$ cat src/rtl/glyph_pkg.sv
// Shared constants for the glyph pixel streamer: default glyph geometry, FSM encoding
// and the width of the scale field.
package glyph_pkg;

  localparam int unsigned GlyphWDefault    = 8;
  localparam int unsigned GlyphHDefault    = 16;
  localparam int unsigned NumGlyphsDefault = 16;

  localparam int unsigned ScaleW = 2;

  typedef logic [1:0] state_t;

  localparam state_t StIdle   = 2'd0;
  localparam state_t StFetch  = 2'd1;
  localparam state_t StStream = 2'd2;

endpackage

$ cat src/rtl/glyph_font_rom.sv
// Synchronous 1-bit font ROM with registered output (1-cycle latency).
// Bit address = code*GlyphW*GlyphH + row*GlyphW + col; the bitmaps are the team 8x16 digit/hex font.
module glyph_font_rom #(
  parameter int unsigned GlyphW    = 8,
  parameter int unsigned GlyphH    = 16,
  parameter int unsigned NumGlyphs = 16,
  parameter int unsigned Depth     = NumGlyphs * GlyphW * GlyphH,
  parameter int unsigned AddrW     = (Depth > 1) ? $clog2(Depth) : 1
) (
  input  logic             clk_i,
  input  logic             en_i,
  input  logic [AddrW-1:0] addr_i,
  output logic             data_o
);

  // One glyph as 16 row bytes, row 0 in the top byte, leftmost pixel in each byte's MSB.
  function automatic logic [127:0] glyph_bitmap(input int unsigned gi);
    logic [127:0] g;
    case (gi)
      0:       g = 128'h00000038_44444C54_64444438_00000000;
      1:       g = 128'h00000010_30501010_1010107C_00000000;
      2:       g = 128'h00000038_44040408_1020407C_00000000;
      3:       g = 128'h00000038_44040418_04044438_00000000;
      4:       g = 128'h00000008_18284848_7C080808_00000000;
      5:       g = 128'h0000007C_40407804_04044438_00000000;
      6:       g = 128'h00000038_44404078_44444438_00000000;
      7:       g = 128'h0000007C_04040810_10202020_00000000;
      8:       g = 128'h00000038_44444438_44444438_00000000;
      9:       g = 128'h00000038_4444443C_04040830_00000000;
      10:      g = 128'h00000010_28444444_7C444444_00000000;
      11:      g = 128'h00000078_44444478_44444478_00000000;
      12:      g = 128'h00000038_44404040_40404438_00000000;
      13:      g = 128'h00000070_48444444_44444870_00000000;
      14:      g = 128'h0000007C_40404078_4040407C_00000000;
      15:      g = 128'h0000007C_40404078_40404040_00000000;
      default: g = '0;
    endcase
    return g;
  endfunction

  function automatic logic [Depth-1:0] build_font();
    logic [Depth-1:0] bits;
    logic [127:0]     g;
    logic [AddrW-1:0] idx;
    logic [6:0]       gb;
    bits = '0;
    for (int unsigned gi = 0; gi < NumGlyphs; gi++) begin
      g = glyph_bitmap(gi);
      for (int unsigned r = 0; r < GlyphH; r++) begin
        for (int unsigned c = 0; c < GlyphW; c++) begin
          // Area outside the 8x16 source bitmap stays blank for larger glyph cells.
          if (r < 16 && c < 8) begin
            idx       = AddrW'(gi * GlyphW * GlyphH + r * GlyphW + c);
            gb        = 7'(127 - 8 * r - c);
            bits[idx] = g[gb];
          end
        end
      end
    end
    return bits;
  endfunction

  localparam logic [Depth-1:0] Font = build_font();

  logic data_q;

  always_ff @(posedge clk_i) begin
    if (en_i) begin
      data_q <= Font[addr_i];
    end
  end

  assign data_o = data_q;

endmodule

$ cat src/rtl/glyph_pixel_streamer.sv
// Renders one glyph per request as a row-major pixel stream with optional integer upscaling.
// Define GLYPH_SCALE_EN to honour req_scale; otherwise the scale is fixed at 1.
module glyph_pixel_streamer
  import glyph_pkg::*;
#(
  parameter int unsigned GLYPH_W    = GlyphWDefault,
  parameter int unsigned GLYPH_H    = GlyphHDefault,
  parameter int unsigned NUM_GLYPHS = NumGlyphsDefault,
  parameter int unsigned COLOR_W    = 16
) (
  input  logic                          clock,
  input  logic                          reset,
  input  logic                          req_valid,
  output logic                          req_ready,
  input  logic [$clog2(NUM_GLYPHS)-1:0] req_code,
  input  logic [COLOR_W-1:0]            req_fg,
  input  logic [COLOR_W-1:0]            req_bg,
  input  logic [ScaleW-1:0]             req_scale,
  output logic                          pix_valid,
  input  logic                          pix_ready,
  output logic [COLOR_W-1:0]            pix_data,
  output logic                          pix_eol,
  output logic                          pix_last,
  output logic                          busy
);

  localparam int unsigned CodeW = $clog2(NUM_GLYPHS);
  localparam int unsigned ColW  = (GLYPH_W > 1) ? $clog2(GLYPH_W) : 1;
  localparam int unsigned RowW  = (GLYPH_H > 1) ? $clog2(GLYPH_H) : 1;
  localparam int unsigned Depth = NUM_GLYPHS * GLYPH_W * GLYPH_H;
  localparam int unsigned AddrW = (Depth > 1) ? $clog2(Depth) : 1;

  localparam logic [ColW-1:0] ColMax = ColW'(GLYPH_W - 1);
  localparam logic [RowW-1:0] RowMax = RowW'(GLYPH_H - 1);

  state_t             state_q, state_d;
  logic [CodeW-1:0]   code_q, code_d;
  logic               code_ok_q, code_ok_d;
  logic [COLOR_W-1:0] fg_q, fg_d;
  logic [COLOR_W-1:0] bg_q, bg_d;
  logic [ColW-1:0]    col_q, col_d, col_nxt;
  logic [RowW-1:0]    row_q, row_d, row_nxt;

  logic req_fire, pix_fire;
  logic col_sub_wrap, row_sub_wrap, col_wrap, row_wrap;
  logic rom_en, rom_bit;
  logic [AddrW-1:0] rom_addr;

`ifdef GLYPH_SCALE_EN
  logic [ScaleW-1:0] scale_q, scale_d;
  logic [ScaleW-1:0] col_sub_q, col_sub_d, col_sub_nxt;
  logic [ScaleW-1:0] row_sub_q, row_sub_d, row_sub_nxt;

  assign col_sub_wrap = (col_sub_q == scale_q);
  assign row_sub_wrap = (row_sub_q == scale_q);
`else
  logic unused_scale;

  assign unused_scale = ^req_scale;
  assign col_sub_wrap = 1'b1;
  assign row_sub_wrap = 1'b1;
`endif

  function automatic logic [AddrW-1:0] bit_addr(input logic [CodeW-1:0] code,
                                                input logic [RowW-1:0]  row,
                                                input logic [ColW-1:0]  col);
    return AddrW'(code) * AddrW'(GLYPH_W * GLYPH_H) + AddrW'(row) * AddrW'(GLYPH_W)
           + AddrW'(col);
  endfunction

  assign req_ready = (state_q == StIdle) && !reset;
  assign req_fire  = req_valid && req_ready;
  assign pix_valid = (state_q == StStream);
  assign pix_fire  = pix_valid && pix_ready;
  assign busy      = (state_q != StIdle);

  assign col_wrap = col_sub_wrap && (col_q == ColMax);
  assign row_wrap = row_sub_wrap && (row_q == RowMax);

  assign pix_eol  = pix_valid && col_wrap;
  assign pix_last = pix_valid && col_wrap && row_wrap;
  assign pix_data = !pix_valid ? '0 : (rom_bit && code_ok_q) ? fg_q : bg_q;

  // Coordinates of the pixel after the current one; also the ROM prefetch address.
  always_comb begin
    col_nxt = col_q;
    row_nxt = row_q;
`ifdef GLYPH_SCALE_EN
    col_sub_nxt = col_sub_q + 1'b1;
    row_sub_nxt = row_sub_q;
`endif
    if (col_sub_wrap) begin
`ifdef GLYPH_SCALE_EN
      col_sub_nxt = '0;
`endif
      col_nxt = col_wrap ? '0 : col_q + 1'b1;
    end
    if (col_wrap) begin
      if (row_sub_wrap) begin
`ifdef GLYPH_SCALE_EN
        row_sub_nxt = '0;
`endif
        row_nxt = row_wrap ? '0 : row_q + 1'b1;
      end else begin
`ifdef GLYPH_SCALE_EN
        row_sub_nxt = row_sub_q + 1'b1;
`endif
      end
    end
  end

  always_comb begin
    state_d   = state_q;
    code_d    = code_q;
    code_ok_d = code_ok_q;
    fg_d      = fg_q;
    bg_d      = bg_q;
    col_d     = col_q;
    row_d     = row_q;
`ifdef GLYPH_SCALE_EN
    scale_d   = scale_q;
    col_sub_d = col_sub_q;
    row_sub_d = row_sub_q;
`endif
    unique case (state_q)
      StIdle: begin
        if (req_fire) begin
          state_d   = StFetch;
          code_d    = req_code;
          code_ok_d = (32'(req_code) < NUM_GLYPHS);
          fg_d      = req_fg;
          bg_d      = req_bg;
          col_d     = '0;
          row_d     = '0;
`ifdef GLYPH_SCALE_EN
          scale_d   = req_scale;
          col_sub_d = '0;
          row_sub_d = '0;
`endif
        end
      end
      StFetch: begin
        state_d = StStream;
      end
      StStream: begin
        if (pix_fire) begin
          col_d = col_nxt;
          row_d = row_nxt;
`ifdef GLYPH_SCALE_EN
          col_sub_d = col_sub_nxt;
          row_sub_d = row_sub_nxt;
`endif
          if (pix_last) begin
            state_d = StIdle;
          end
        end
      end
      default: begin
        state_d = StIdle;
      end
    endcase
  end

  // Out-of-range codes never touch the ROM; their pixels are forced to background.
  always_comb begin
    rom_en   = 1'b0;
    rom_addr = bit_addr(code_q, row_q, col_q);
    if (state_q == StFetch) begin
      rom_en = code_ok_q;
    end else if (state_q == StStream && pix_ready) begin
      rom_en   = code_ok_q;
      rom_addr = bit_addr(code_q, row_nxt, col_nxt);
    end
  end

  always_ff @(posedge clock) begin
    if (reset) begin
      state_q   <= StIdle;
      code_q    <= '0;
      code_ok_q <= 1'b0;
      fg_q      <= '0;
      bg_q      <= '0;
      col_q     <= '0;
      row_q     <= '0;
`ifdef GLYPH_SCALE_EN
      scale_q   <= '0;
      col_sub_q <= '0;
      row_sub_q <= '0;
`endif
    end else begin
      state_q   <= state_d;
      code_q    <= code_d;
      code_ok_q <= code_ok_d;
      fg_q      <= fg_d;
      bg_q      <= bg_d;
      col_q     <= col_d;
      row_q     <= row_d;
`ifdef GLYPH_SCALE_EN
      scale_q   <= scale_d;
      col_sub_q <= col_sub_d;
      row_sub_q <= row_sub_d;
`endif
    end
  end

  glyph_font_rom #(
    .GlyphW   (GLYPH_W),
    .GlyphH   (GLYPH_H),
    .NumGlyphs(NUM_GLYPHS),
    .AddrW    (AddrW)
  ) u_font_rom (
    .clk_i (clock),
    .en_i  (rom_en),
    .addr_i(rom_addr),
    .data_o(rom_bit)
  );

endmodule

$ cat config.mk
export PLATFORM = sky130hd
export DESIGN_NAME = glyph_pixel_streamer
export DESIGN_NICKNAME = d
export VERILOG_FILES = /design/src/rtl/glyph_pkg.sv /design/src/rtl/glyph_font_rom.sv /design/src/rtl/glyph_pixel_streamer.sv
export SDC_FILE = /design/constraint.sdc
export NUM_CORES = 1
export LEC_CHECK = 0
export CELL_PAD_IN_SITES_DETAIL_PLACEMENT = 0
export CELL_PAD_IN_SITES_GLOBAL_PLACEMENT = 1
export CORE_MARGIN = 4
export CORE_UTILIZATION = 38
export CTS_CLUSTER_DIAMETER = 30
export DETAILED_ROUTE_END_ITERATION = 8
export PLACE_DENSITY_LB_ADDON = 0.1
export SLEW_MARGIN = 20
export SYNTH_ARGS = -nofsm -noshare
export SYNTH_HDL_FRONTEND = slang
export SYNTH_HIERARCHICAL = 1
export SYNTH_SLANG_ARGS = --single-unit
$ cat constraint.sdc
create_clock -name clock -period 4.6 [get_ports clock]
set_input_delay 1.15 -clock clock [delete_from_list [all_inputs] [get_ports clock]]
set_output_delay 1.15 -clock clock [all_outputs]
set_load 0.02 [all_outputs]
======== Word level (Yosys, flattened, before mapping) ========
Memories as Yosys holds them, arrays and structs flattened. A register that Yosys moved wholly into a read port is not among the register bits.
Cells that the tools add are included.
storage, ports and cells
  bits in read-only memories .............. 2048
  memory bits (writable) .................. 0
  input bits .............................. 42
  bits in registers ....................... 46
  bits in latches ......................... 0
  memories ................................ 1
  output and inout port bits .............. 21
  logic and storage cells ................. 53
memories
  memory           words  width  rd ports  clocked after Yosys merged registers in  wr ports  RTL line              RTL
  (no name shown)  2048   1      1         1                                        0         glyph_font_rom.sv:69  data_q <= Font[addr_i];
operators by class
  muxes and demuxes ....................... 19
  multiply operators ...................... 0
  bitwise logic cells ..................... 0
  reduce and logical (&&, ||, !) cells .... 13
  div/mod/pow operators ................... 0
  eq/ne operators ......................... 7
  add/sub/neg operators ................... 6
  shifts and indexed selects .............. 0
  $lt $le $gt $ge ......................... 0
operators with widths
  kind                                                 number
  two-way mux 16 bit                                   2
  adder 11 x 3 -> 11 bit                               2
  adder 11 x 7 -> 11 bit                               2
  two-way mux 11 bit                                   2
  two-way mux 4 bit                                    4
  two-way mux 3 bit                                    3
  one-hot mux 4 bit (2 select lines)                   1
  logical AND 1 bit                                    6
  two-way mux 2 bit                                    3
  one-hot mux 2 bit (3 select lines)                   1
  one-hot mux 3 bit (2 select lines)                   1
  AND reduction 3 bit                                  2
  adder 4 x 1 -> 4 bit, second input constant          1
  equality test 4 bit, second input constant           1
  != test 2 x 1 -> 1 bit, second input constant        2
  nonzero test 2 bit                                   2
  adder 3 x 1 -> 3 bit, second input constant          1
  equality test 3 bit, second input constant           1
  equality test 2 x 1 -> 1 bit, second input constant  1
  equality test 2 bit, second input constant           1
  logical NOT 2 bit                                    1
  two-way mux 1 bit                                    2
  != test 2 bit, second input constant                 1
  AND reduction 2 bit                                  1
  logical NOT 1 bit                                    1

======== Longest topological paths before layout ========
Gate-level depths: netlist of run 1.
  depth in word-level cells ............... 7
  gate-level depth with buffers ........... 15

======== Hierarchy ========
Netlist of run 1, hierarchy kept.
by module, submodules not included
  module                seq. area each (um^2)  cells each  area each (um^2)  instances
  glyph_pixel_streamer  920.9                  285         2185.8            1
  glyph_font_rom        30.0                   168         1219.9            1

======== Worst setup path after synthesis of run 1 ========
OpenSTA, ideal clock, no wires.
  kind .................................... input-to-reg
  from .................................... in pix_ready
  to ...................................... reg u_font_rom.data_q, in the netlist u_font_rom/data_o, data pin
  data arrival time ....................... 3.642 ns
  required time ........................... 4.327 ns
  buffers on the path ..................... 1
  stages on the path ...................... 14
  library setup time ...................... 0.273 ns
  slack ................................... 0.685 ns
  path through ............................ nand3b_1 > clkbuf_1 > or3_1 > nand2_1 > inv_1 > ha_1 > inv_1 > ha_1 > and3b_1 > a221o_1 > a221o_1 > o221ai_1 > and3_1 > o221ai_2
on the way
  longest elaborated chain between the ends .. 3
  elaborated cells on any way between the ends .. 5
  those cells by class .................... 4 x mux; 1 x reduce/logical
RTL lines
  what                   RTL line                     RTL
  start, declared        glyph_pixel_streamer.sv:20   input logic pix_ready,
  logical AND 1 bit      glyph_pixel_streamer.sv:170  end else if (state_q == StStream && pix_ready) begin
  two-way mux 11 bit     glyph_pixel_streamer.sv:170
  two-way mux 11 bit     glyph_pixel_streamer.sv:168  if (state_q == StFetch) begin
  named net rom_addr[0]  glyph_pixel_streamer.sv:47   logic [AddrW-1:0] rom_addr;
  end, declared          glyph_font_rom.sv:65         logic data_q;
The timed path passes the listed nets, and every way through them passes these cells.
A chain may end at the register's enable or synchronous reset.

======== Worst setup path after layout of run 1 ========
Ends and elaborated chain as after synthesis.

==> flow_summary_export.csv, run 1 <==
group,metric,value,unit
global_route,grt_pass1_wl,15.8,mm
synthesis,yosys_most_used_dff,"dfxtp_1",
clock_network,cts_tree,"yes",
sta,drv_slew,0,
synthesis,synth_cell_type_count,66,
synthesis,ys_top_cells_by_area,"dfxtp_1 27%, nand2_1 14%, nand3b_1 8.6%",
global_route,use_met1,0.265,
sta,setup_viol,0,
clock_network,numClockSinks,47,
global_route,grt_pass1_vias,3194,
critical_path,endpoint_kind,"register",
critical_path,crit_arrival,4.24,ns
critical_path,setup.worst_path.start_class,"primary input",
sta,max_slew_margin,0.422,
critical_path,cp_max_fo,10,
route,first_iter_violations,199,
cells_and_area,syn_to_final_growth,20.8,%
synthesis,muxShareOfSynthArea,0.0242,
floorplan,chipWidth,103,µm
placed_design,io_buffers,60,
critical_path,cp_num_buf_inv,4,
clock_network,post_cts_resized,0,
sta,period_minus_slack,4.21,ns
sta,period_share,0.915,
critical_path,slowest_stage,"clkdlybuf4s50_1",
synthesis,synth_top_area_cell,"dfxtp_1",
placed_design,hpwl,6.73,mm
route,vias,3343,
power,p_per_area,215,nW/µm²
synthesis,seq_area_frac_synth,0.279,
power,p_leak,1.66,nW
route,vias_per_cell,5.47,
route,wl,9.62,mm
floorplan,ioPinCount,63,
outcome,status,"complete, no violations",
clock_network,ctsHoldBuffers,0,
global_route,grt_max_degree,48,
sta,rsz0062_at_grt,"false",
synthesis,synth_edf_count,1,
sta,fmax,238,MHz
clock_network,clkTransAtPathRegs,0.10,ns
clock_network,htreeDepth,2,
synthesis,synth_cells,453,
sta,tightest_slew,0.866,ns
global_route,busiest_layer,"met2",
cells_and_area,final.fill_count,894,
synthesis,yosys_warnings,6,
placed_design,place_congestion,0.938,
critical_path,critPathRequiredTime,4.63,ns
sta,setup_tns,0,ns
placed_design,placed_cell_area,4030,µm²
floorplan,start_util,0.391,
placed_design,dp.cells,603,
cells_and_area,drive_gt1_frac,0.0676,
worst_hold_path,hp-class,"register to register",
route,dr.pass1.iters,7,
critical_path,max_stage_delay,0.48,ns
cells_and_area,layout.cells.non_filler,611,
synthesis,synth_compound_area_frac,0.196,
synthesis,synth_top_family_by_area,"simple AND/OR/NAND/NOR gates",
route,wl_per_cell,15.7,µm
synthesis,synth_top_area_frac,0.270,
synthesis,synthesis.area,3410,µm²
clock_network,insertion_delay,0.30,ns
critical_path,r2r_setup_slack,1.03,ns
route,drc,0,
synthesis,ys_ff_latch,47,
global_route,grtUsageMet3,0.0298,
synthesis,synthXorXnorAreaFrac,0.00514,
synthesis,async_flop_share,0,
cells_and_area,fin_nets,558,
clock_network,cts_buffers,5,
route,ant_nets,0,
sta,finalClockSkew,0.0149,ns
sta,finalHoldViolations,0,
global_route,antenna_found_initial,0,
floorplan,fp.dieH,103,µm
cells_and_area,fin_area,4110,µm²
critical_path,crit_chain,"clkdlybuf4s50_1 > nand3b_1 > buf_4 > or3_1 > nand2_1 > inv_1 > ha_1 > inv_1 > ha_1 > and3b_1 > a221o_1 > a221o_1 > o221ai_1 > and3_1 > o221ai_2",
synthesis,synth_adder_area_share,0.0544,
flow_run,maxCapViolations,0,
clock_network,cts_setup_buffers,0,
cells_and_area,diodes,0,
clock_network,cts_buffer_depth,2,
global_route,overflow,0,
critical_path,cp_top_family,"simple AND/OR/NAND/NOR gates",
clock_network,ctsRootBufferMaster,"clkbuf_8",
global_route,grt_use_total,0.184,
synthesis,synth_simple_gate_area_frac,0.347,
synthesis,synth_nets,509,
critical_path,worstSetupPathType,"primary input to register",
global_route,gr-usage-met2,0.290,
floorplan,coreArea,8720,µm²
synthesis,synth_area_per_cell,7.52,µm²
power,peakVddDrop,0.127,mV
floorplan,dieArea,10500,µm²
floorplan,rows,34,
==> synth_stat cells (4+ instances only) <==
master,count
nand2b_1,6
a211oi_1,4
dfxtp_1,46
clkbuf_1,13
ha_1,14
nand3_1,12
nor2_1,13
nor2b_1,7
a21oi_1,30
o31ai_1,4
buf_4,6
o21ai_0,10
buf_6,6
inv_1,15
mux2i_1,6
nand3b_1,39
buf_2,5
nand2_1,126
a21o_1,6
==> layout by cell type (no fill, tap or decap), types with 4 or more instances in the layout <==
master / instances
o31ai_1: 4
dfxtp_1: 46
clkbuf_8: 5
a21oi_1: 30
inv_1: 15
clkdlybuf4s50_1: 60
a21o_1: 6
mux2i_1: 6
o21ai_0: 10
nand2_1: 126
buf_4: 16
nand2b_1: 6
a211oi_1: 4
nor2_1: 13
nand3_1: 12
nor2b_1: 7
ha_1: 14
nand3b_1: 39
==> final cells by class <==
cell class	count	area (µm²)	share of cell area
inverter	16	67.6	0.0164
clock buffer	6	72.6	0.0176
clock inverter	2	13.8	0.00335
timing repair buffer	77	741	0.180
sequential	47	951	0.231
tap	108	135	0.0328
multi-input combinational	355	2130	0.519
==> worst paths after layout <==
path | from | end | depth (start not counted)
min | fg_q[1] | fg_q[1] | 2
max | pix_ready | u_font_rom/data_o | 15
min reg2reg | fg_q[1] | fg_q[1] | 2
max reg2reg | col_q[0] | u_font_rom/data_o | 14
==> cell families after synthesis <==
family | count (synthesis)
AOI/OAI and AO/OA | 96
xor gates and xnor gates | 2
adders and majority gates | 15
buffers and inverters | 51
DFF | 47
muxes | 8
and+or+nand+nor | 234
==> worst register-to-register path: cells and delay by family (launching register included) <==
kind            cells  cell delay (ns)
buf+inv             2             0.18
flops               1             0.34
simple gates        4             0.96
fa+ha+maj           4             0.92
compound gates      4             0.88
==> per-stage QoR <==
step | power [W] | hold slack, ns | util | worst slack (ns)
2_1_floorplan | 0.000573 | 0.450 | - | 0.685
3_3_place_gp | 0.000639 | 0.460 | 0.462 | 0.153
3_5_place_dp | 0.000640 | 0.461 | 0.462 | 0.0822
4_1_cts | 0.000895 | 0.478 | 0.472 | 0.412
5_1_grt | 0.000931 | 0.497 | 0.472 | 0.251
6_report | 0.000885 | 0.473 | 0.472 | 0.390
==> routing by layer <==
layer | vias up | part of all wire
met4 | 0 | 0.010
li1 | 1681 | -
met2 | 106 | 0.46
met3 | 8 | 0.050
met1 | 1548 | 0.48
met5 | - | 0
==> registers in the layout, summed over array words and instances, names as in the netlist <==
signal / flops
bg_q: 16
code_ok_q: 1
code_q: 4
col_q: 3
fg_q: 16
row_q: 4
state_q: 2
u_font_rom/data_o: 1
==> where the power goes <==
part	switching [W]	total, W	internal [W]
logic	0.0000880	0.000173	0.0000847
registers	0.0000212	0.000458	0.000437
clock network	0.000146	0.000254	0.000108
Power figures use the tool's default switching activity.
==> run 2, diff against run 1 <==
--- a/config.mk
+++ b/config.mk
@@ -12,6 +12,7 @@
 export CTS_CLUSTER_DIAMETER = 30
 export DETAILED_ROUTE_END_ITERATION = 8
 export PLACE_DENSITY_LB_ADDON = 0.1
+export SKIP_CTS_REPAIR_TIMING = 1
 export SLEW_MARGIN = 20
 export SYNTH_ARGS = -nofsm -noshare
 export SYNTH_HDL_FRONTEND = slang
==> results of run 2 <==
Same layout as run 1: the final DEF is identical, and so are final timing and power.
